[config.mk]
export PLATFORM = sky130hd
export DESIGN_NAME = muldiv_unit
export DESIGN_NICKNAME = d
export VERILOG_FILES = /design/src/rtl/muldiv_unit.sv
export SDC_FILE = /design/constraint.sdc
export NUM_CORES = 1
export LEC_CHECK = 0
export CAP_MARGIN = 5
export CORE_ASPECT_RATIO = 0.5
export CORE_MARGIN = 4
export CORE_UTILIZATION = 35
export CTS_BUF_LIST = sky130_fd_sc_hd__clkbuf_8 sky130_fd_sc_hd__clkbuf_16
export CTS_CLUSTER_DIAMETER = 50
export CTS_CLUSTER_SIZE = 16
export DETAILED_ROUTE_END_ITERATION = 10
export PLACE_DENSITY = 0.59
export SYNTH_ARGS = -nofsm -noshare
export SYNTH_HDL_FRONTEND = slang
export SYNTH_SLANG_ARGS = --single-unit
[constraint.sdc]
create_clock -name clk -period 4.95 [get_ports clk]
set_input_delay 0.99 -clock clk [delete_from_list [all_inputs] [get_ports clk]]
set_output_delay 0.99 -clock clk [all_outputs]
set_load 0.03 [all_outputs]
[src/rtl/muldiv_unit.sv]
// rtl/muldiv_unit.sv - multicycle signed/unsigned multiply/divide unit with start/busy/done handshake
// Optional MULDIV_EARLY_OUT_EN: multiplies finish once the remaining multiplier bits are zero.
module muldiv_unit #(
    parameter int WIDTH = 32
) (
    input  logic             clk,
    input  logic             reset,
    input  logic             start,
    input  logic [1:0]       op,
    input  logic [WIDTH-1:0] a,
    input  logic [WIDTH-1:0] b,
    output logic             busy,
    output logic             done,
    output logic             div_zero,
    output logic [WIDTH-1:0] hi,
    output logic [WIDTH-1:0] lo
);
    localparam int CW = $clog2(WIDTH + 1);

    typedef enum logic [1:0] {IDLE, CALC, FIX, DONE} state_t;

    state_t             state_q, state_d;
    logic               is_div_q, is_div_d;
    logic               neg_main_q, neg_main_d;
    logic               neg_rem_q, neg_rem_d;
    logic [CW-1:0]      cnt_q, cnt_d;
    logic [2*WIDTH-1:0] x_q, x_d;
    logic [2*WIDTH-1:0] y_q, y_d;
    logic [WIDTH-1:0]   z_q, z_d;
    logic [WIDTH-1:0]   hi_q, hi_d;
    logic [WIDTH-1:0]   lo_q, lo_d;
    logic               div_zero_q, div_zero_d;

    logic               is_signed;
    logic [WIDTH-1:0]   mag_a, mag_b;
    logic [WIDTH:0]     rem_shift, rem_diff;
    logic [2*WIDTH-1:0] prod_signed;

    always_comb begin
        state_d    = state_q;
        is_div_d   = is_div_q;
        neg_main_d = neg_main_q;
        neg_rem_d  = neg_rem_q;
        cnt_d      = cnt_q;
        x_d        = x_q;
        y_d        = y_q;
        z_d        = z_q;
        hi_d       = hi_q;
        lo_d       = lo_q;
        div_zero_d = div_zero_q;

        is_signed   = ~op[0];
        mag_a       = (is_signed && a[WIDTH-1]) ? -a : a;
        mag_b       = (is_signed && b[WIDTH-1]) ? -b : b;
        // x holds {remainder, dividend/quotient} for divide, the running product for multiply
        rem_shift   = x_q[2*WIDTH-1:WIDTH-1];
        rem_diff    = rem_shift - {1'b0, y_q[WIDTH-1:0]};
        prod_signed = neg_main_q ? -x_q : x_q;

        case (state_q)
            IDLE: begin
                if (start) begin
                    div_zero_d = 1'b0;
                    is_div_d   = op[1];
                    neg_main_d = is_signed & (a[WIDTH-1] ^ b[WIDTH-1]);
                    neg_rem_d  = is_signed & a[WIDTH-1];
                    cnt_d      = '0;
                    if (op[1] && (b == '0)) begin
                        div_zero_d = 1'b1;
                        state_d    = DONE;
                    end else begin
                        state_d = CALC;
                        if (op[1]) begin
                            x_d = {{WIDTH{1'b0}}, mag_a};
                            y_d = {{WIDTH{1'b0}}, mag_b};
                        end else begin
                            x_d = '0;
                            y_d = {{WIDTH{1'b0}}, mag_a};
                        end
                        z_d = mag_b;
                    end
                end
            end
            CALC: begin
                cnt_d = cnt_q + 1'b1;
                if (is_div_q) begin
                    if (!rem_diff[WIDTH])
                        x_d = {rem_diff[WIDTH-1:0], x_q[WIDTH-2:0], 1'b1};
                    else
                        x_d = {rem_shift[WIDTH-1:0], x_q[WIDTH-2:0], 1'b0};
                end else begin
                    // multiplicand shifts left, so the product is already aligned at every step
                    if (z_q[0])
                        x_d = x_q + y_q;
                    y_d = y_q << 1;
                    z_d = z_q >> 1;
                end
                if (cnt_q == CW'(WIDTH - 1))
                    state_d = FIX;
`ifdef MULDIV_EARLY_OUT_EN
                else if (!is_div_q && (z_q[WIDTH-1:1] == '0))
                    state_d = FIX;
`endif
            end
            FIX: begin
                if (is_div_q) begin
                    lo_d = neg_main_q ? -x_q[WIDTH-1:0] : x_q[WIDTH-1:0];
                    hi_d = neg_rem_q ? -x_q[2*WIDTH-1:WIDTH] : x_q[2*WIDTH-1:WIDTH];
                end else begin
                    {hi_d, lo_d} = prod_signed;
                end
                state_d = DONE;
            end
            DONE: state_d = IDLE;
            default: state_d = IDLE;
        endcase
    end

    always_ff @(posedge clk or negedge reset) begin
        if (!reset) begin
            state_q    <= IDLE;
            is_div_q   <= 1'b0;
            neg_main_q <= 1'b0;
            neg_rem_q  <= 1'b0;
            cnt_q      <= '0;
            x_q        <= '0;
            y_q        <= '0;
            z_q        <= '0;
            hi_q       <= '0;
            lo_q       <= '0;
            div_zero_q <= 1'b0;
        end else begin
            state_q    <= state_d;
            is_div_q   <= is_div_d;
            neg_main_q <= neg_main_d;
            neg_rem_q  <= neg_rem_d;
            cnt_q      <= cnt_d;
            x_q        <= x_d;
            y_q        <= y_d;
            z_q        <= z_d;
            hi_q       <= hi_d;
            lo_q       <= lo_d;
            div_zero_q <= div_zero_d;
        end
    end

    assign busy     = (state_q == CALC) || (state_q == FIX);
    assign done     = (state_q == DONE);
    assign div_zero = div_zero_q;
    assign hi       = hi_q;
    assign lo       = lo_q;
endmodule

* Word level (Yosys, flattened, before mapping)
Index checks and enable logic that the tools add are counted.
Widths: inputs -> output; s select.
** Word-level totals
- ROM bits :: 0
- Input bits :: 69
- Register bits :: 236
- Memories kept :: 0
- Logic and storage cells :: 74
- Output and inout port bits :: 67
- RAM bits :: 0
- Bits in latches :: 0
** Cells by class
- Shift operators :: 0
- Reduce and logical (&&, ||, !) cells :: 12
- $lt $le $gt $ge :: 0
- Div/mod/pow operators :: 0
- Multipliers :: 0
- Bitwise gates (word level) :: 4
- Multiplexer cells :: 30
- Equality and inequality tests :: 9
- Add/sub/neg operators :: 8
** Operators with widths (number)
- $mux 64 :: 9
- $mux 32 :: 11
- $pmux 64 s2 :: 2
- $neg 32->32 :: 4
- $add 64x64->64 :: 1
- $neg 64->64 :: 1
- $pmux 32 s2 :: 1
- $sub 33x32->33 :: 1
- $logic_not 32->1 :: 1
- $pmux 6 s2 :: 1
- $ne 2x2->1 const B :: 4
- $pmux 2 s4 :: 1
- $reduce_and 4->1 :: 2
- $add 6x1->6 const B :: 1
- $eq 6x5->1 const B :: 1
- $mux 2 :: 3
- $mux 6 :: 1
- $reduce_and 2->1 :: 3
- $eq 2x2->1 const B :: 2
- $logic_and 1x1->1 :: 3
- $ne 3x3->1 const B :: 1
- $and 1x1->1 :: 2
- $eq 2x1->1 const B :: 1
- $logic_not 2->1 :: 1
- other kinds (5) :: 5

* Longest topological paths before layout
- Word-level depth :: 7
- Gate-level depth with buffers :: 14
- Depth with buffers taken out :: 13

* Worst setup path after synthesis
OpenSTA, ideal clock, no wires.
- Path type :: input -> register
- From :: in b[1]
- To :: reg y_q[30]
- Buffers on the path :: 0
- Setup time :: 0.076 ns
- Data required time :: 4.874 ns
- Path slack :: 1.583 ns
- Arrival :: 3.291 ns
- Cell stages on the path :: 10
- Path through :: inv_1 > ha_1 > nor4b_1 > nand4_1 > or2_2 > o21ai_0 > xor2_1 > mux2_1 > mux2_2 > o21ai_1
** Between the ends
- Word-level cells in the longest chain between the ends :: 6
- Elaborated cells between the ends (all ways) :: 10
- Classes of those cells :: add/sub (1); eq/ne (1); mux (5); reduce/logical (3)
** RTL lines
- from (decl) :: RTL line 11 : input logic [WIDTH-1:0] b,
- $neg 32->32 :: RTL line 54 : mag_b = (is_signed && b[WIDTH-1]) ? -b : b;
- $mux 32 :: RTL line 54
- $mux 32 :: RTL line 73 : if (op[1]) begin
- $mux 64 :: RTL line 68 : if (op[1] && (b == '0)) begin
- $mux 64 :: RTL line 62 : if (start) begin
- $pmux 64 s2 :: RTL line 60 : case (state_q)
- to (signal assigned) :: RTL line 139 : y_q <= y_d;
- to (decl) :: RTL line 28 : logic [2*WIDTH-1:0] y_q, y_d;
Several ways; a longest one is shown, not always the timed one. The select of a mux whose other input is x is not followed.
A chain may end at the register's enable or synchronous reset.

* Worst setup path in the final report
- From :: reg x_q[31]
- To :: reg x_q[59]
** Between the ends
- Word-level cells in the longest chain between the ends :: 4
- Elaborated cells between the ends (all ways) :: 6
- Classes of those cells :: add/sub (2); mux (4)
** RTL lines
- from (decl) :: RTL line 27 : logic [2*WIDTH-1:0] x_q, x_d;
- from (signal assigned) :: RTL line 126 : x_q <= '0;
- from (signal assigned) :: RTL line 138 : x_q <= x_d;
- $add 64x64->64 / $sub 33x32->33 (equally long branches) :: RTL line 94, 57
- $mux 64 (on tied branches) :: RTL line 93, 87
- $mux 64 * :: RTL line 86 : if (is_div_q) begin
- $pmux 64 s2 * :: RTL line 60
Every way passes the cells marked *; elsewhere a longest branch is shown, timed or not. The select of a mux whose other input is x is not followed.

==> summary.md <==
| Metric | Value |
|---|---|
| Status | complete, no violations |
| Post-cts hold buffer count | 0 |
| Fmax achieved | 0.249 GHz |
| Number of hold violations in the final report | 0 |
| Pint | 0.00333 W |
| Main synth FF type | dfrtp_1 |
| Leakage | 9.53 nW |
| Register area share after synthesis | 31.2% |
| Required @ worst endpoint | 5.40 ns |
| Largest stage delay, worst path | 0.58 ns |
| CTS root buf | clkbuf_16 |
| Vias in the first global route | 17.1k |
| Crit-path cells | inv_1, ha_1, fa_1, nand2b_1, a21o_1, a31o_2, o31a_1, o2111a_1, a211oi_4, buf_4, nor2_1, a221oi_1, o21ai_1 |
| Layout fillers | 5406 |
| Pwr/cell area | 208 nW/um^2 |
| Congestion Overflow GR | 0 |
| CP max stage cell | a211oi_4 |
| Final worst path period share | 81.0% |
| Share of flip-flops with an asynchronous set or reset after synthesis | 100% |
| Die area | 58100 um^2 |
| First-pass DRT Iterations | 6 |
| Setup bufs post-CTS | 0 |
| Synthesized Nets | 2530 |
| CORE AREA | 52700 um^2 |
| Antenna-violating nets left | 0 |
| Die width | 337 um |
| Total GRT Usage | 22.2% |
| Synth Register Bits | 236 |
| DR iter-0 viols | 1698 |
| Yosys warning total | 0 |
| Register Area | 5910 um^2 |
| Power share of the clock group | 50.4% |
| Max_cap viols | 0 |
| Post-route cell area | 22000 um^2 |
| Clock-pin slew of the registers on the worst-case setup and hold paths | 0.07 ns |
| DR vias/cell | 5.78 |
| Netlist cell types | 89 |
| Largest net degree at the start of global routing | 101 |
| # setup viols final | 0 |
| Share of the synthesized area in the top cell type | 31.2% |
| Final HPWL DP | 51.4 mm |
| Kind of critical path | flip-flop to flip-flop |
| RSZ-0062 raised after global routing | false |
| Die H | 172 um |
| Final Net Count | 2586 |
| Final worst path period need | 4.01 ns |
| CTS H-tree depth | 1 |
| Clock skew | 0.0239 ns |
| Synth-to-Final Area Change | 16.0% |
| First-pass GRT wire length | 101 mm |
| Worst slew pin tran | 0.989 ns |
| Normalized max-slew margin | 33.4% |
| Initial antenna violation count | 1 |
| Post-synth EDFFs | 0 |
| Skew-Pair Late Insertion Delay | 0.59 ns |
| Net Switching | 0.00125 W |
| Cts bufs inserted | 29 |
| Final Max Slew Viols | 0 |
| CTS tree | done |
| Ports | 136 |
| IO buf count | 135 |
| Clock Sink Count | 236 |
| Crit path capture type | flip-flop |
| Row cnt | 59 |
| Final Power | 0.00458 W |
| Hold Crit Class | input pin to asynchronous set/reset pin |
| CTS Buffer Depth | 3 |
| Setup crit start kind | flip-flop |
| WL final | 66.1 mm |
| Final GP Congestion | 0.948 |
| Cell accounting for the most synthesized area | dfrtp_1 |
| Area after DPL | 20900 um^2 |
| Syn_area_per_cell | 8.04 um^2 |
| Synth Instances | 2355 |
| Combinational power share | 7.4% |
| Placed insts | 3081 |
| Multi-input gate area | 12200 um^2 |
| Via Count | 18.1k |
| Final TNS setup | 0 ns |
| Initial Util | 35.9% |
| Reg power frac | 42.1% |
| Switching share of power | 27.3% |
| DR WL/cell | 21.1 um |
| Max FO, Critical Path | 13 |
| CP arrival | 4.46 ns |
| IR drop worst, VDD | 183 uV |
| Post-Layout Cell Count | 3136 |
| Cell area after synthesis | 18900 um^2 |
| Share of layout cells above drive strength 1 | 6.78% |
| PostCTS Resize Cnt | 0 |
| DRC viols | 0 |
| Top area cells in the synthesized netlist | dfrtp_1 (31%), a21oi_1 (7.7%), ha_1 (6.9%) |
==> cell usage after synthesis (7+ instances only) <==
master      n
a221oi_1   16
a222oi_1    7
dfrtp_1   236
o21a_1     10
a21o_1     34
o41ai_1     7
a22oi_1    26
ha_1      104
o21ai_1    40
o21ai_0   165
xnor2_1   111
a31oi_1    21
nor2_1    222
a211oi_1   44
nand2b_1   19
mux2_2     16
nor3_1     47
or2_2       8
xor2_1     92
nand4_1    32
and3_1     16
nand2_1   223
buf_1       8
or4_1       8
nor2b_1    22
o211ai_1   19
a31o_2      7
mux2i_1    23
o31ai_1    26
buf_2      27
or3_1      14
a21oi_1   290
inv_1      74
o21bai_1   23
nor4_1     17
and2_1      8
clkbuf_1  112
nand3_1    36
a22o_1     36
==> worst paths after layout <==
check,start,to,slack (ns),depth (start not counted)
min in group clk,z_q[23]$_DFFE_PN0P_,z_q[23]$_DFFE_PN0P_,0.48,2
max in group asynchronous,reset,y_q[28]$_DFFE_PN0P_,3.48,2
worst min register to register,z_q[23]$_DFFE_PN0P_,z_q[23]$_DFFE_PN0P_,0.48,2
worst min-delay path,reset,lo[5]$_DFFE_PN0P_,0.44,1
worst max-delay path,x_q[31]$_DFFE_PN0P_,x_q[59]$_DFFE_PN0P_,0.94,13
worst max register to register,x_q[31]$_DFFE_PN0P_,x_q[59]$_DFFE_PN0P_,0.94,13
==> critical path: cells and delay by family (launching register included) <==
family,cells,cell delay (ns)
and+or+nand+nor,2,0.30
adders and majority gates,2,0.68
DFF,1,0.42
buffers and inverters,2,0.44
AOI/OAI and AO/OA,7,2.03
==> per-layer routing <==
layer / share of wire, % / global-route usage [%] / vias to the layer above
met5: 0 / 0 / -
met4: 2.6 / 5.01 / 0
met3: 5.8 / 3.28 / 100
met2: 46 / 37.7 / 582
met1: 45 / 30.1 / 8731
li1: - / - / 8698
==> state kept, by name (all words and copies together), names as in the netlist <==
name	flops
div_zero	1
y_q	64
lo	32
z_q	32
is_div_q	1
neg_rem_q	1
neg_main_q	1
x_q	64
hi	32
cnt_q	6
state_q	2
==> placed cells by master, fill, tap and decap left out, types with 29 or more instances in the layout <==
cell and count:
a21oi_1 290, a22o_1 36, clkdlybuf4s50_1 133, nand3_1 36, nand2_1 222, ha_1 102
nor3_1 47, dfrtp_1 235, buf_4 39, xnor2_1 111, nand4_1 32, nor2_1 221
xor2_1 92, inv_1 74, a211oi_1 44, a21o_1 34, o21ai_1 40, o21ai_0 165
clkbuf_16 29
==> cells by family (layout without fill, tap and decap cells) <==
family / count (synthesis) / in the layout / share of synthesized area (%)
AND/OR/NAND/NOR: 706 / 706 / 17.6
XOR/XNOR: 203 / 203 / 9.39
flip-flops: 236 / 236 / 31.2
AO/OA/AOI/OAI: 837 / 837 / 27.7
multiplexers: 41 / 41 / 2.29
adder cells (fa/ha/maj): 106 / 106 / 7.08
other: 0 / 1 / 0
buffers and inverters: 226 / 305 / 4.78
==> power by group through the flow <==
| stage | clock network [W] | logic [W] | registers [W] |
|---|---|---|---|
| after floorplan | 0 | 0.000153 | 0.00196 |
| after global placement | 0 | 0.000341 | 0.00196 |
| after detailed placement | 0 | 0.000341 | 0.00196 |
| after CTS | 0.00234 | 0.000343 | 0.00193 |
| after global routing | 0.00244 | 0.000372 | 0.00193 |
| final | 0.00231 | 0.000340 | 0.00193 |
==> per-stage QoR <==
stage          utilization (%)  hold WS (ns)  setup slack [ns]
3_5_place_dp              39.7         0.466             0.625
4_1_cts                   41.7         0.468             0.929
6_report                  41.7         0.444             0.939
5_1_grt                   41.7         0.499             0.791
2_1_floorplan                -         0.449              1.58
3_3_place_gp              39.7         0.464             0.612
==> final cells by class <==
cell class	instances	share of cell area, %
repair buffers	177	7.75
well taps	701	3.99
multi-input cells	1893	55.4
clock inverters	23	1.30
clock buffers	31	3.43
inverters	74	1.26
diodes	1	0.0114
flip-flops and latches	236	26.9
Power figures use the tool's default switching activity.
==> patch (config.mk and constraints unchanged) <==
The parameter `WIDTH` goes from 32 to 16.
--- a/src/rtl/muldiv_unit.sv
+++ b/src/rtl/muldiv_unit.sv
@@ -2,5 +2,5 @@
 // Optional MULDIV_EARLY_OUT_EN: multiplies finish once the remaining multiplier bits are zero.
 module muldiv_unit #(
-    parameter int WIDTH = 32
+    parameter int WIDTH = 16
 ) (
     input  logic             clk,
Ports: changed (resized a, b, hi and lo); port bits go from 136 to 72. No check against the original RTL was run, so the function may have changed too.
==> patch against the unedited design <==
- routed wire length shrank 55%
- sequential cell count fell by 113
- worst setup slack worse by 220 ps
- synthesized cell count is 51% lower
- design area down 49%
- critical path depth fell by 2
- non-clock buffer count shrank 93
- synthesized area decreased by 49%
Power is left out: it rests on default switching activity, and per cell area and clock period it moved more than threefold.
==> patch: results <==
metrics = {
    "detailed_routing": {
        "wirelength_mm": 29.63,
        "vias": 8958,
        "drt_pass1_iterations": 7,
        "drt_iter0_drc": 821,
    },
    "global_routing": {
        "grt_antenna_before_repair": 2,
        "grt_max_degree": 72,
        "grt_pass1_vias": 8437,
        "grt_first_pass_wirelength_mm": 46.61,
        "track_usage_pct": 19.18,
    },
    "critical_path": {
        "worstPathArrival_ps": 4530,
        "cp_slowest_cell": "nor4_1",
        "max_stage_delay_ps": 590,
        "cp_top_family": "simple AND/OR/NAND/NOR gates",
        "worstPathMaxFanout": 10,
    },
    "place": {
        "dp_hpwl_mm": 22.91,
        "gp_congestion": 0.9195,
        "portBuffers": 71,
        "placedCellCount": 1538,
    },
    "timing": {
        "relSlewSlack_pct": 36.31,
        "fin_skew_ps": 12.73,
    },
    "run_status": {
        "outcome": "finished, final reports clean",
    },
    "clock_tree": {
        "post_cts_buffers": 0,
        "cts_made_buffers": 17,
        "cts_max_level": 4,
        "clock_latency_ps": 440,
        "cts-resized-gates": 0,
        "cts.reportedPaths.clkPinSlew_ps": 70,
        "cts_buffer_depth": 2,
        "clockRootBuffer": "clkbuf_16",
    },
    "final_layout": {
        "fill_cells": 2708,
        "final_cells": 1570,
        "antennaDiodeCount": 0,
        "layout-drive-gt1-share_pct": 6.404,
        "reg.largest.list": "x_q x32, y_q x32",
    },
    "logic_synthesis": {
        "synth_commonest_cells": "a21oi_1 (123), dfrtp_1 (123), nand2_1 (109)",
        "synth_cell_type_count": 74,
        "synth-main-ff-cell": "dfrtp_1",
        "seq_area_frac_synth_pct": 31.89,
        "ys_warn_count": 0,
        "synthArstFlopShare_pct": 100.0,
        "synth_cells": 1159,
        "synthesis.nets": 1255,
        "synth.area.top_cells": "dfrtp_1 (32%), ha_1 (7.4%), a21oi_1 (6.4%), o21ai_0 (5.1%), nand2_1 (4.2%)",
    },
    "worst_hold_path": {
        "min_path_type": "reg2reg",
    },
    "flow_run": {
        "cap_viol_max_count": 0,
    },
}
[patch: cell count changes in the layout (fill, tap and decap cells not counted), sizes merged, moves of 63 or more]
cell	unedited run	this run
clkdlybuf4s50	133	70
a21oi	292	123
o21ai	206	102
nor2	223	105
nand2	228	109
xnor2	111	46
dfrtp	236	123
[patch: path summary, 6_finish.rpt]
path                       startpoint      end  slack, ps  cells after the start
setup / recovery                 b[0]  x_q[19]        720                     11
setup reg to reg              x_q[16]   x_q[0]        870                     11
max in group asynchronous       reset  y_q[24]       3290                      2
hold reg to reg               z_q[14]  z_q[14]        480                      2
hold / removal                z_q[14]  z_q[14]        480                      2
min in group asynchronous       reset    lo[5]        700                      1
[patch: kinds of logic after synthesis]
kind of cell | synth area share [%]
AOI/OAI and AO/OA | 26.30
xor gates and xnor gates | 8.258
adders and majority gates | 7.804
buffers and inverters | 5.030
DFF | 31.89
muxes | 3.422
and+or+nand+nor | 17.29
[patch: cell type report]
type | count | share of cell area (%)
flip-flops and latches | 123 | 27.51
inverters | 47 | 1.577
clock buffers | 17 | 3.803
multi-input cells | 932 | 54.49
well taps | 352 | 3.937
clock inverters | 15 | 1.476
repair buffers | 84 | 7.203
[patch: layer usage]
metal,vias up,GRT usage (%),share of wire [%]
li1,4327,-,-
met1,4338,27.41,48
met2,247,29.06,44
met3,42,4.343,5.9
met4,4,5.627,2.0
met5,-,0,0.091
[patch: worst register-to-register path: stages, from the launching register on]
cell and delay (ps):
dfrtp_1 530, inv_1 230, fa_1 510, nor2b_1 180, o31ai_1 170, a211oi_1 630
or3_1 210, nand4_1 460, buf_4 420, mux2_2 280, a221oi_1 270, a21oi_1 70
[patch: through the flow]
stage	instance area [um^2]	worst slack, ps
after floorplan	9652	1586
after detailed placement	10600	392.3
after global routing	11190	590.0
final	11190	720.8
after global placement	10600	546.3
after CTS	11190	827.0
